[src/rtl/operand_pkg.sv]
// Shared types and sizing for the operand deserializer slice.
package operand_pkg;

  localparam int MAX_WIDTH = 32;
  localparam int CNT_W     = $clog2(MAX_WIDTH + 1);

  typedef enum logic [1:0] {
    IDLE   = 2'd0,
    SHIFT  = 2'd1,
    PARITY = 2'd2,
    HOLD   = 2'd3
  } state_t;

endpackage : operand_pkg

[src/rtl/serial_lane.sv]
// One serial lane: shift register honouring MSB_FIRST plus an optional running-parity flop.
module serial_lane #(
  parameter int WIDTH     = 6,
  parameter bit MSB_FIRST = 1'b1,
  parameter bit PARITY_EN = 1'b0
) (
  input  logic             clk,
  input  logic             reset,
  input  logic             clear,
  input  logic             load,
  input  logic             shift,
  input  logic             bit_in,
  output logic [WIDTH-1:0] data,
  output logic             parity
);

  logic [WIDTH-1:0] base;
  logic [WIDTH-1:0] data_n;

  // A load starts a fresh frame, so the incoming bit shifts into an all-zero register.
  always_comb begin
    base = load ? '0 : data;
    if (MSB_FIRST) data_n = (base << 1) | WIDTH'(bit_in);
    else           data_n = (base >> 1) | (WIDTH'(bit_in) << (WIDTH - 1));
  end

  // NOTE: sequential state is updated with non-blocking assignments only, so every
  // flop samples the pre-edge values regardless of process ordering.
  always_ff @(posedge clk) begin
    if (reset || clear)     data <= '0;
    else if (load || shift) data <= data_n;
  end

  generate
    if (PARITY_EN) begin : g_par
      always_ff @(posedge clk) begin
        if (reset || clear) parity <= 1'b0;
        else if (load)      parity <= bit_in;
        else if (shift)     parity <= parity ^ bit_in;
      end
    end else begin : g_no_par
      assign parity = 1'b0;
    end
  endgenerate

endmodule : serial_lane

[src/rtl/operand_deserializer.sv]
// Framed bit-serial front end assembling an operand pair for the arithmetic units.
// Optional even-parity check per lane is enabled by defining OPERAND_PARITY_EN.
module operand_deserializer
  import operand_pkg::*;
#(
  parameter int WIDTH     = 6,
  parameter bit MSB_FIRST = 1'b1
) (
  input  logic             clk,
  input  logic             reset,
  input  logic             s_valid,
  input  logic             s_start,
  input  logic             s_a,
  input  logic             s_b,
  output logic [WIDTH-1:0] ina,
  output logic [WIDTH-1:0] inb,
  output logic             out_valid,
  input  logic             out_ready,
  output logic             busy,
  output logic             frame_err
);

`ifdef OPERAND_PARITY_EN
  localparam bit     PAR_EN  = 1'b1;
  localparam state_t DONE_ST = PARITY;
`else
  localparam bit     PAR_EN  = 1'b0;
  localparam state_t DONE_ST = HOLD;
`endif
  localparam state_t           FIRST_ST = (WIDTH == 1) ? DONE_ST : SHIFT;
  localparam logic [CNT_W-1:0] CNT_LAST = CNT_W'(WIDTH);
  localparam logic [CNT_W-1:0] CNT_ONE  = CNT_W'(1);

  state_t           state, state_n;
  logic [CNT_W-1:0] cnt, cnt_n, cnt_inc;
  logic             load, shift, clear, err_n;
  logic             par_a, par_b;
  logic             start_strobe;

  assign start_strobe = s_valid && s_start;
  assign cnt_inc      = cnt + CNT_ONE;

  serial_lane #(.WIDTH(WIDTH), .MSB_FIRST(MSB_FIRST), .PARITY_EN(PAR_EN)) u_lane_a (
    .clk    (clk),
    .reset  (reset),
    .clear  (clear),
    .load   (load),
    .shift  (shift),
    .bit_in (s_a),
    .data   (ina),
    .parity (par_a)
  );

  serial_lane #(.WIDTH(WIDTH), .MSB_FIRST(MSB_FIRST), .PARITY_EN(PAR_EN)) u_lane_b (
    .clk    (clk),
    .reset  (reset),
    .clear  (clear),
    .load   (load),
    .shift  (shift),
    .bit_in (s_b),
    .data   (inb),
    .parity (par_b)
  );

`ifndef OPERAND_PARITY_EN
  logic unused_parity;
  assign unused_parity = par_a ^ par_b;
`endif

  // NOTE: every output of this block gets a default before the case, so no path
  // leaves a signal unassigned and no latch is inferred.
  always_comb begin
    state_n = state;
    cnt_n   = cnt;
    load    = 1'b0;
    shift   = 1'b0;
    clear   = 1'b0;
    err_n   = 1'b0;
    case (state)
      IDLE: begin
        if (start_strobe) begin
          load    = 1'b1;
          cnt_n   = CNT_ONE;
          state_n = FIRST_ST;
        end
      end
      SHIFT: begin
        if (start_strobe) begin
          err_n   = 1'b1;
          load    = 1'b1;
          cnt_n   = CNT_ONE;
          state_n = FIRST_ST;
        end else if (s_valid) begin
          shift = 1'b1;
          cnt_n = cnt_inc;
          if (cnt_inc == CNT_LAST) state_n = DONE_ST;
        end
      end
`ifdef OPERAND_PARITY_EN
      PARITY: begin
        if (start_strobe) begin
          err_n   = 1'b1;
          load    = 1'b1;
          cnt_n   = CNT_ONE;
          state_n = FIRST_ST;
        end else if (s_valid) begin
          // Even parity: the parity bit must equal the XOR of the data bits.
          if ((s_a == par_a) && (s_b == par_b)) begin
            state_n = HOLD;
          end else begin
            err_n   = 1'b1;
            clear   = 1'b1;
            cnt_n   = '0;
            state_n = IDLE;
          end
        end
      end
`endif
      HOLD: begin
        if (out_ready) begin
          if (start_strobe) begin
            load    = 1'b1;
            cnt_n   = CNT_ONE;
            state_n = FIRST_ST;
          end else begin
            cnt_n   = '0;
            state_n = IDLE;
          end
        end else if (start_strobe) begin
          err_n = 1'b1;
        end
      end
      default: begin
        cnt_n   = '0;
        state_n = IDLE;
      end
    endcase
  end

  // Status outputs are registered from the next state so they line up with it.
  always_ff @(posedge clk) begin
    if (reset) begin
      state     <= IDLE;
      cnt       <= '0;
      out_valid <= 1'b0;
      busy      <= 1'b0;
      frame_err <= 1'b0;
    end else begin
      state     <= state_n;
      cnt       <= cnt_n;
      out_valid <= (state_n == HOLD);
      busy      <= (state_n == SHIFT) || (state_n == PARITY);
      frame_err <= err_n;
    end
  end

endmodule : operand_deserializer

[config.mk]
export PLATFORM = sky130hd
export DESIGN_NAME = operand_deserializer
export DESIGN_NICKNAME = d
export VERILOG_FILES = /design/src/rtl/operand_pkg.sv /design/src/rtl/serial_lane.sv /design/src/rtl/operand_deserializer.sv
export SDC_FILE = /design/constraint.sdc
export NUM_CORES = 1
export LEC_CHECK = 0
export ABC_AREA = 1
export CORE_MARGIN = 2
export CORE_UTILIZATION = 45
export CTS_BUF_LIST = sky130_fd_sc_hd__clkbuf_2 sky130_fd_sc_hd__clkbuf_4 sky130_fd_sc_hd__clkbuf_8
export DETAILED_ROUTE_END_ITERATION = 7
export PLACE_DENSITY = 0.71
export SYNTH_ARGS = -nofsm -noshare
export SYNTH_HDL_FRONTEND = slang
export SYNTH_HIERARCHICAL = 1
export SYNTH_SLANG_ARGS = --single-unit
[constraint.sdc]
create_clock -name clk -period 4.5 [get_ports clk]
set_input_delay 0.45 -clock clk [delete_from_list [all_inputs] [get_ports clk]]
set_output_delay 0.45 -clock clk [all_outputs]
set_load 0.005 [all_outputs]
---- Yosys cells after proc, flatten, opt, wreduce, memory -nomap -nowiden ----
Index checks and enable logic that the tools add are counted.
word-level totals
  output and inout bits ................... 15
  logic and storage cells ................. 48
  input bits .............................. 7
  bits in registers ....................... 23
cells by class
  muxes and demuxes ....................... 23
  bitwise gates (word level) .............. 2
  equal/unequal tests ..................... 9
  add/subtract/negate cells ............... 1
  reduce and logical (&&, ||, !) cells .... 6
operators with widths
  cell                 number
  $mux 6               4
  $pmux 6 s3           1
  $or 6x1->6           2
  $mux 2               5
  $mux 5               2
  $mux 1               8
  $add 6x1->6 const B  1
  $eq 2x2->1 const B   3
  $eq 6x3->1 const B   1
  $pmux 2 s3           1
  $eq 2x1->1 const B   2
  $ne 2x2->1 const B   2
  $pmux 1 s2           2
  $ne 3x3->1 const B   1
  $reduce_and 3->1     1
  $logic_not 2->1      1
  $logic_or 1x1->1     2
  $reduce_or 2->1      1
  $logic_and 1x1->1    1

---- Logic depth before layout (Yosys ltp) ----
Gate-level depths: netlist of the first run.
  word-level depth ........................ 8
  gate-level depth with buffers ........... 13
  depth with buffers taken out ............ 13

---- Hierarchy ----
Netlist of the first run, hierarchy kept.
modules (own cells, without submodules)
  module                times used  cells an instance  seq. area each (µm²)  area each (µm²)
  operand_deserializer  1           88                 220.2                 666.9
  serial_lane           2           32                 120.1                 249.0

---- Worst setup path after synthesis of the first run ----
Ideal clock, no wire load.
  path type ............................... input -> register
  start ................................... input port s_start
  end ..................................... register cnt[5]
  required time ........................... 4.430 ns
  cell stages on the path ................. 5
  setup slack ............................. 2.828 ns
  setup time .............................. 0.070 ns
  arrival ................................. 1.602 ns
  buffers on the path ..................... 0
  cell sequence ........................... nand2_2 inv_2 nor3_2 o21ai_1 a21oi_2
between the ends
  word-level cells in the longest chain between the ends .. 3
  elaborated cells on any way between the ends .. 6
  those cells by class .................... eq/ne (2); mux (2); reduce/logical (2)
RTL lines
  item                                                                    line                         source
  start: declaration                                                      operand_deserializer.sv:12   input logic s_start,
  $logic_and 1x1->1 *                                                     operand_deserializer.sv:40   assign start_strobe = s_valid && s_start;
  $ne 3x3->1 (no source line) (tied with other cells)                     -
  $reduce_and 3->1 (no source line) / $pmux 6 s3 (equally long branches)  -
  end signal: assignment                                                  operand_deserializer.sv:150  cnt <= cnt_n;
  end: declaration                                                        operand_deserializer.sv:35   logic [CNT_W-1:0] cnt, cnt_n, cnt_inc;
Mark *: on every way between the ends. The rest lies on a longest branch, timed or not.
A chain may end at the register's enable or synchronous reset.

---- Worst setup path in the final report of the first run ----
  start ................................... input port s_valid
  end ..................................... register u_lane_a.data[4]
between the ends
  elaborated cells on any way between the ends .. 10
  those cells by class .................... mux (7); bitwise (1); reduce/logical (2)
RTL lines
  item                                                line                                                    source
  start: declaration                                  operand_deserializer.sv:11                              input logic s_valid,
  $mux 1 / $logic_and 1x1->1 (equally long branches)  operand_deserializer.sv:93, operand_deserializer.sv:40
  $mux 1 *                                            operand_deserializer.sv:88                              if (start_strobe) begin
  $mux 1 *                                            operand_deserializer.sv:79                              case (state)
  net shift                                           operand_deserializer.sv:36                              logic load, shift, clear, err_n;
  $logic_or 1x1->1 *                                  serial_lane.sv:31                                       else if (load || shift) data <= data_n;
  end signal: assignment                              serial_lane.sv:31
  end: declaration                                    serial_lane.sv:13                                       output logic [WIDTH-1:0] data,
Mark *: on every way through the listed nets, which the timed path passes. The rest lies on a longest branch.

==> impl_metrics.env, run 1 <==
export IMPL_run_status="complete, no violations"
export IMPL_drive_gt1_share_pct=18.5
export IMPL_slew_violations=0
export IMPL_drtAntennaViolNets=0
export IMPL_tritoncts="done"
export IMPL_dp_hpwl_um=1680
export IMPL_finalWirelength_um=2250
export IMPL_core_mm2=0.00243
export IMPL_final_common_cell="nand2_1"
export IMPL_vias=1012
export IMPL_post_cts_resized=0
export IMPL_final_cell_mix="nand2_1 (27), dfxtp_1 (23), clkdlybuf4s50_1 (21), inv_1 (18), nand3_1 (13)"
export IMPL_io_pins=22
export IMPL_pwr_share_comb_pct=12.6
export IMPL_timing_setup_tns_ns=0
export IMPL_cts_buffers_inserted=3
export IMPL_cts_root_buf="clkbuf_4"
export IMPL_max_freq_ghz=0.475
export IMPL_power_switching_w=0.0000916
export IMPL_grt_max_degree=16
export IMPL_io_buffer_count=21
export IMPL_crit_fanout=15
export IMPL_swShare_pct=25.7
export IMPL_hold_class="reg -> reg"
export IMPL_power_frac_clock_pct=28.4
export IMPL_die_area_mm2=0.00296
export IMPL_clk_path_buf_depth=2
export IMPL_skew_ns=0.00206
export IMPL_synth_cells=148
export IMPL_antenna_found_initial=0
export IMPL_htreeDepth=1
export IMPL_crit_type="in -> reg"
export IMPL_path_clk_slew_ns=0.12
export IMPL_min_period_ns=2.10
export IMPL_post_cts_setup_buffers=0
export IMPL_grt_first_pass_wirelength_um=3690
export IMPL_dr_pass1_iters=4
export IMPL_grt_remaining_overflow=0
export IMPL_leakage_nw=0.515
export IMPL_clk_latency_ns=0.30
export IMPL_grt_usage_pct=17.3
export IMPL_syn_avg_cell_area_um2=7.72
export IMPL_ctsHoldBuffers=0
export IMPL_rsz0062_at_grt="false"
export IMPL_rows=18
export IMPL_place_congestion=0.788
export IMPL_diodes=0
export IMPL_wl_per_cell_um=11.1
export IMPL_hold_viol_final=0
export IMPL_drc=0
export IMPL_viasPerCell=4.99
export IMPL_timing_final_crit_share_pct=46.8
export IMPL_fin_nets=184
export IMPL_die_h_um=54.4
export IMPL_seqPwrFrac_pct=59.0
export IMPL_crit_required_ns=4.75
export IMPL_worstMarginPinSlew_ns=1.03
export IMPL_syn2layout_area_growth_pct=24.3
export IMPL_grt_pass1_vias=842
export IMPL_critPathLaunchType="primary input"
export IMPL_netlist_area_mm2=0.00114
export IMPL_die_w_um=54.4
export IMPL_p_int_w=0.000265
export IMPL_drt_initial_drc_count=25
export IMPL_critPathArrivalTime_ns=2.35
export IMPL_worst_slack_ns=2.40
export IMPL_relSlewSlack_pct=30.8
export IMPL_end_kind="register"
export IMPL_setup_viol=0
export IMPL_initial_core_util_pct=47.0
export IMPL_ys_warn_count=6
export IMPL_drv_cap=0
export IMPL_power_density_mw_per_mm2=251
export IMPL_dp_slack_ns=2.10
export IMPL_fill_cells=237
export IMPL_clock_sinks=23
export IMPL_peakVddDrop_mv=0.182
[worst paths after layout]
| path | start | endpoint | slack (ns) | cells after the start |
|---|---|---|---|---|
| min | u_lane_a/data[5]$_SDFFE_PP0P_ | u_lane_a/data[5]$_SDFFE_PP0P_ | 0.48 | 2 |
| max | s_valid | u_lane_a/data[4]$_SDFFE_PP0P_ | 2.40 | 6 |
| min reg2reg | u_lane_a/data[5]$_SDFFE_PP0P_ | u_lane_a/data[5]$_SDFFE_PP0P_ | 0.48 | 2 |
| max reg2reg | state[1]$_SDFF_PP0_ | u_lane_a/data[4]$_SDFFE_PP0P_ | 2.66 | 7 |
[critical path: stages]
cell and delay, ns:
clkdlybuf4s50_1 0.47, nand2_2 0.16, inv_2 0.07, nor3_2 0.84
nand3_1 0.18, a21oi_1 0.18
[layout make-up]
type	instances	area, µm²	area share (%)
repair buffers	21	210	14.8
well taps	30	37.5	2.64
multi-input cells	104	603	42.5
clock buffers	4	30.0	2.11
inverters	21	78.8	5.55
flip-flops and latches	23	460	32.4
[metal layers]
metal / vias up / global-route usage [%] / routed length [µm]
met2: 22 / 26.1 / 1040
met4: 0 / 5.00 / 19
met5: - / 0 / 0
met3: 2 / 5.19 / 107
met1: 462 / 23.7 / 1080
li1: 526 / - / -
[power by group through the flow]
stage / combinational (W) / sequential, W / clock (W)
final: 0.0000448 / 0.000210 / 0.000101
after global routing: 0.0000505 / 0.000211 / 0.000113
after CTS: 0.0000452 / 0.000210 / 0.000106
after detailed placement: 0.0000449 / 0.000215 / 0
after global placement: 0.0000442 / 0.000215 / 0
after floorplan: 0.0000293 / 0.000214 / 0
[registers in the layout, indices dropped and copies added (netlist names)]
| signal | cells |
|---|---|
| busy | 1 |
| cnt | 6 |
| frame_err | 1 |
| out_valid | 1 |
| state | 2 |
| u_lane_a/data | 6 |
| u_lane_b/data | 6 |
[metrics by stage]
| stage | utilization [%] | area [µm²] | power (W) | hold slack (ns) | std cells |
|---|---|---|---|---|---|
| finish | 58.4 | 1420 | 0.000356 | 0.476 | 203 |
| floorplan | - | 1150 | 0.000244 | 0.458 | 149 |
| global placement | 57.2 | 1390 | 0.000259 | 0.455 | 199 |
| detailed placement | 57.2 | 1390 | 0.000260 | 0.466 | 199 |
| global route | 58.4 | 1420 | 0.000375 | 0.504 | 203 |
| CTS | 58.4 | 1420 | 0.000361 | 0.484 | 203 |
(Power assumes the default switching activity.)
==> run 2, diff against run 1 <==
--- a/config.mk
+++ b/config.mk
@@ -10,7 +10,7 @@
 export CORE_UTILIZATION = 45
 export CTS_BUF_LIST = sky130_fd_sc_hd__clkbuf_2 sky130_fd_sc_hd__clkbuf_4 sky130_fd_sc_hd__clkbuf_8
 export DETAILED_ROUTE_END_ITERATION = 7
-export PLACE_DENSITY = 0.71
+export PLACE_DENSITY = 0.73
 export SYNTH_ARGS = -nofsm -noshare
 export SYNTH_HDL_FRONTEND = slang
 export SYNTH_HIERARCHICAL = 1
==> constraint.sdc (replaced) <==
create_clock -name clk -period 1.9 [get_ports clk]
set_input_delay 0.19 -clock clk [delete_from_list [all_inputs] [get_ports clk]]
set_output_delay 0.19 -clock clk [all_outputs]
set_load 0.005 [all_outputs]
==> impl_metrics.env, run 2 (synthesized netlist as in run 1, its figures left out) <==
export IMPL_run_status="complete, no violations"
export IMPL_place_congestion=0.810
export IMPL_diodes=0
export IMPL_path_clk_slew_ns=0.12
export IMPL_io_pins=22
export IMPL_drt_initial_drc_count=23
export IMPL_cts_root_buf="clkbuf_4"
export IMPL_die_h_um=54.4
export IMPL_slew_violations=0
export IMPL_end_kind="register"
export IMPL_antenna_found_initial=0
export IMPL_io_buffer_count=21
export IMPL_htreeDepth=1
export IMPL_clock_sinks=23
export IMPL_path_buf_inv=3
export IMPL_top_regs="cnt: 6 flops, u_lane_a/data: 6 flops, u_lane_b/data: 6 flops"
export IMPL_grt_pass1_vias=930
export IMPL_total_power_w=0.000852
export IMPL_post_cts_resized=0
export IMPL_cts_buffers_inserted=3
export IMPL_timing_setup_tns_ns=0
export IMPL_fin_nets=189
export IMPL_wl_per_cell_um=11.0
export IMPL_syn2layout_area_growth_pct=27.6
export IMPL_critPathMaxStageDelay_ns=0.42
export IMPL_grt_max_degree=16
export IMPL_cp_top_family="simple AND/OR/NAND/NOR gates"
export IMPL_rows=18
export IMPL_cp_startpoint="cnt[1]$_SDFFE_PP0P_"
export IMPL_crit_path_end="busy$_SDFF_PP0_"
export IMPL_dp_hpwl_um=1800
export IMPL_clk_latency_ns=0.31
export IMPL_drive_gt1_share_pct=20.8
export IMPL_viasPerCell=4.86
export IMPL_critPathArrivalTime_ns=1.90
export IMPL_timing_final_crit_share_pct=88.4
export IMPL_skew_ns=0.00359
export IMPL_tritoncts="done"
export IMPL_postLayoutCoreUtil_pct=59.9
export IMPL_crit_fanout=4
export IMPL_grt_usage_pct=18.2
export IMPL_clk_path_buf_depth=2
export IMPL_slowest_stage="dfxtp_1"
export IMPL_crit_cells=13
export IMPL_rrSetupSlack_ns=0.22
export IMPL_ctsHoldBuffers=0
export IMPL_reg2reg_to="busy$_SDFF_PP0_"
export IMPL_crit_type="reg -> reg"
export IMPL_critPathLaunchType="register"
export IMPL_dr_pass1_iters=6
export IMPL_die_area_mm2=0.00296
export IMPL_hold_ws_ns=0.467
export IMPL_vias=1010
export IMPL_peakVddDrop_mv=0.586
export IMPL_post_cts_setup_buffers=0
export IMPL_cp_cell_sequence="ha_1, nand2_1, inv_1, nand3b_1, nand2_1, nor2_2, nand3_1, nand2_1, nand2_2, inv_1, ha_1, inv_1, nor2_1"
export IMPL_grt_remaining_overflow=0
export IMPL_finalWirelength_um=2280
export IMPL_crit_required_ns=2.12
export IMPL_max_freq_ghz=0.595
export IMPL_r2r_start="cnt[1]$_SDFFE_PP0P_"
export IMPL_min_period_ns=1.68
export IMPL_grt_first_pass_wirelength_um=3930
export IMPL_hold_class="in -> reg"
export IMPL_core_mm2=0.00243
export IMPL_setup_viol=0
export IMPL_drc=0
export IMPL_final_common_cell="nand2_1"
export IMPL_drtAntennaViolNets=0
export IMPL_leakage_nw=0.540
export IMPL_final_cell_mix="nand2_1 (27), dfxtp_1 (23), clkdlybuf4s50_1 (21), inv_1 (18), nand3_1 (13)"
export IMPL_die_w_um=54.4
export IMPL_drv_cap=0
export IMPL_rr_worst_depth=13
export IMPL_rsz0062_at_grt="false"
export IMPL_hold_viol_final=0
export IMPL_initial_core_util_pct=47.0
export IMPL_power_density_mw_per_mm2=584
-- run 2: area by class of cell --
class                      instances  area [µm²]
fill                             238         975
multi-input combinational        104         603
sequential                        23         460
inverter                          21        78.8
tap                               30        37.5
timing repair buffer              26         248
clock buffer                       4        30.0
-- run 2: through the flow --
stage	area [µm²]	instances	worst slack (ns)
after floorplan	1150	149	0.357
after global placement	1430	204	0.210
after detailed placement	1430	204	0.152
after CTS	1460	208	0.215
after global routing	1460	208	0.0476
final	1460	208	0.219
-- run 2: metal layers --
layer,vias to the layer above,GRT usage (%),routed length [µm]
li1,537,-,-
met1,450,23.2,1080
met2,21,30.3,1060
met3,2,5.46,123
met4,0,3.75,13
met5,-,0,0
-- run 2: worst min-delay path by stage --
stage / slack (ns) / to / depth (start not counted) / startpoint
detailed placement: 0.46 / u_lane_a/data[5]$_SDFFE_PP0P_ / 2 / u_lane_a/data[5]$_SDFFE_PP0P_
CTS: 0.46 / u_lane_b/data[0]$_SDFFE_PP0P_ / 3 / s_b
global route: 0.46 / u_lane_a/data[0]$_SDFFE_PP0P_ / 3 / s_a
finish: 0.47 / u_lane_b/data[0]$_SDFFE_PP0P_ / 3 / s_b
global placement: 0.45 / u_lane_a/data[5]$_SDFFE_PP0P_ / 2 / u_lane_a/data[5]$_SDFFE_PP0P_
floorplan: 0.27 / frame_err$_SDFF_PP0_ / 1 / reset
-- run 2: power by group --
part           switching (W)  internal (W)
combinational      0.0000678     0.0000478
clock               0.000142     0.0000962
sequential        0.00000726      0.000490
total               0.000218      0.000634
-- run 2: worst register-to-register path: stages (launching register included) --
cell and delay (ns):
dfxtp_1 0.42, ha_1 0.22, nand2_1 0.06, inv_1 0.08, nand3b_1 0.08, nand2_1 0.11
nor2_2 0.05, nand3_1 0.06, nand2_1 0.06, nand2_2 0.07, inv_1 0.04, ha_1 0.26
inv_1 0.05, nor2_1 0.03
==> run 3, diff against run 2 <==
--- a/config.mk
+++ b/config.mk
@@ -6,11 +6,12 @@
 export NUM_CORES = 1
 export LEC_CHECK = 0
 export ABC_AREA = 1
+export CAP_MARGIN = 10
 export CORE_MARGIN = 2
 export CORE_UTILIZATION = 45
 export CTS_BUF_LIST = sky130_fd_sc_hd__clkbuf_2 sky130_fd_sc_hd__clkbuf_4 sky130_fd_sc_hd__clkbuf_8
 export DETAILED_ROUTE_END_ITERATION = 7
-export PLACE_DENSITY = 0.73
+export PLACE_DENSITY = 0.71
 export SYNTH_ARGS = -nofsm -noshare
 export SYNTH_HDL_FRONTEND = slang
 export SYNTH_HIERARCHICAL = 1
==> constraint.sdc (replaced) <==
create_clock -name clk -period 2.1 [get_ports clk]
set_input_delay 0.21 -clock clk [delete_from_list [all_inputs] [get_ports clk]]
set_output_delay 0.21 -clock clk [all_outputs]
set_load 0.005 [all_outputs]
==> impl_metrics.env, run 3 (synthesized netlist as in run 1, its figures left out) <==
export IMPL_drv_cap=0
export IMPL_clk_path_buf_depth=2
export IMPL_diodes=0
export IMPL_antenna_found_initial=0
export IMPL_run_status="complete, no violations"
export IMPL_end_kind="register"
export IMPL_grt_remaining_overflow=0
export IMPL_total_power_w=0.000764
export IMPL_cp_cell_sequence="ha_1, nand2_1, inv_1, nand3b_1, nand2_1, nor2_2, nand3_1, nand2_1, nand2_2, inv_1, ha_1, inv_1, nor2_1"
export IMPL_place_congestion=0.766
export IMPL_clock_sinks=23
export IMPL_finalWirelength_um=2340
export IMPL_final_cell_mix="nand2_1 (27), dfxtp_1 (23), clkdlybuf4s50_1 (21), inv_1 (18), nand3_1 (13)"
export IMPL_top_regs="cnt: 6 flops, u_lane_a/data: 6 flops, u_lane_b/data: 6 flops"
export IMPL_critPathLaunchType="register"
export IMPL_die_h_um=54.4
export IMPL_drtAntennaViolNets=0
export IMPL_timing_final_crit_share_pct=80.0
export IMPL_peakVddDrop_mv=0.387
export IMPL_die_area_mm2=0.00296
export IMPL_post_cts_setup_buffers=0
export IMPL_power_density_mw_per_mm2=527
export IMPL_io_pins=22
export IMPL_relSlewSlack_pct=63.6
export IMPL_crit_required_ns=2.30
export IMPL_final_common_cell="nand2_1"
export IMPL_setup_viol=0
export IMPL_cts_buffers_inserted=3
export IMPL_grt_usage_pct=17.9
export IMPL_crit_fanout=4
export IMPL_syn2layout_area_growth_pct=26.7
export IMPL_initial_core_util_pct=47.0
export IMPL_worstMarginPinSlew_ns=0.544
export IMPL_postLayoutCoreUtil_pct=59.5
export IMPL_grt_first_pass_wirelength_um=3820
export IMPL_rsz0062_at_grt="false"
export IMPL_dr_pass1_iters=4
export IMPL_grt_max_degree=16
export IMPL_crit_type="reg -> reg"
export IMPL_hold_viol_final=0
export IMPL_post_cts_resized=0
export IMPL_htreeDepth=1
export IMPL_rows=18
export IMPL_min_period_ns=1.68
export IMPL_slew_violations=0
export IMPL_place_area_mm2=0.00142
export IMPL_skew_ns=0.00598
export IMPL_drc=0
export IMPL_die_w_um=54.4
export IMPL_design_area_mm2=0.00145
export IMPL_drive_gt1_share_pct=20.3
export IMPL_place_inst=203
export IMPL_hold_path_depth=3
export IMPL_critPathArrivalTime_ns=1.88
export IMPL_grt_pass1_vias=895
export IMPL_max_freq_ghz=0.595
export IMPL_clk_latency_ns=0.31
export IMPL_fin_nets=188
export IMPL_timing_setup_tns_ns=0
export IMPL_drt_initial_drc_count=21
export IMPL_slowest_stage="dfxtp_1"
export IMPL_wl_per_cell_um=11.3
export IMPL_ctsHoldBuffers=0
export IMPL_viasPerCell=4.90
export IMPL_dp_hpwl_um=1830
export IMPL_cts_root_buf="clkbuf_4"
export IMPL_tritoncts="done"
export IMPL_path_buf_inv=3
export IMPL_stdcell_count=207
export IMPL_core_mm2=0.00243
export IMPL_crit_cells=13
export IMPL_cp_top_family="simple AND/OR/NAND/NOR gates"
export IMPL_path_clk_slew_ns=0.13
export IMPL_io_buffer_count=21
export IMPL_vias=1015
export IMPL_leakage_nw=0.535
export IMPL_hold_class="in -> reg"
export IMPL_rr_worst_depth=13
export IMPL_critPathMaxStageDelay_ns=0.42
==> run 3: power breakdown <==
group	switching (W)	total [W]	internal [W]	leakage (nW)
Clock	0.000139	0.000210	0.0000712	0.0177
Combinational	0.0000609	0.000103	0.0000422	0.331
Sequential	0.00000666	0.000450	0.000444	0.186
==> run 3: final timing paths <==
check | startpoint | end | slack, ns
worst min-delay path | s_b | u_lane_b/data[0]$_SDFFE_PP0P_ | 0.47
worst min register to register | u_lane_a/data[5]$_SDFFE_PP0P_ | u_lane_a/data[5]$_SDFFE_PP0P_ | 0.47
worst max-delay path | cnt[0]$_SDFFE_PP0P_ | busy$_SDFF_PP0_ | 0.42
worst max register to register | cnt[0]$_SDFFE_PP0P_ | busy$_SDFF_PP0_ | 0.42
==> run 3: layout make-up <==
type                       count  area (µm²)
timing repair buffer          25         240
sequential                    23         460
inverter                      21        78.8
clock buffer                   3        22.5
fill                         224         985
clock inverter                 1        5.00
multi-input combinational    104         603
tap                           30        37.5
==> run 3: per-layer routing <==
metal	vias up	GRT usage, %	wire, µm
li1	536	-	-
met1	463	24.3	1130
met2	14	28.3	1130
met3	2	2.46	65
met4	0	7.50	15
met5	-	0	0
==> run 3: stage by stage <==
step | setup WS [ns] | hold WS, ns
floorplan | 0.557 | 0.289
global placement | 0.309 | 0.451
detailed placement | 0.256 | 0.458
CTS | 0.405 | 0.458
global route | 0.240 | 0.486
finish | 0.420 | 0.466
==> run 3: worst register-to-register path: cells and delay by family, from the launching register on <==
family	cells	cell delay (ns)
flip-flops	1	0.42
AND/OR/NAND/NOR	8	0.50
buffers and inverters	3	0.17
adder cells (fa/ha/maj)	2	0.48
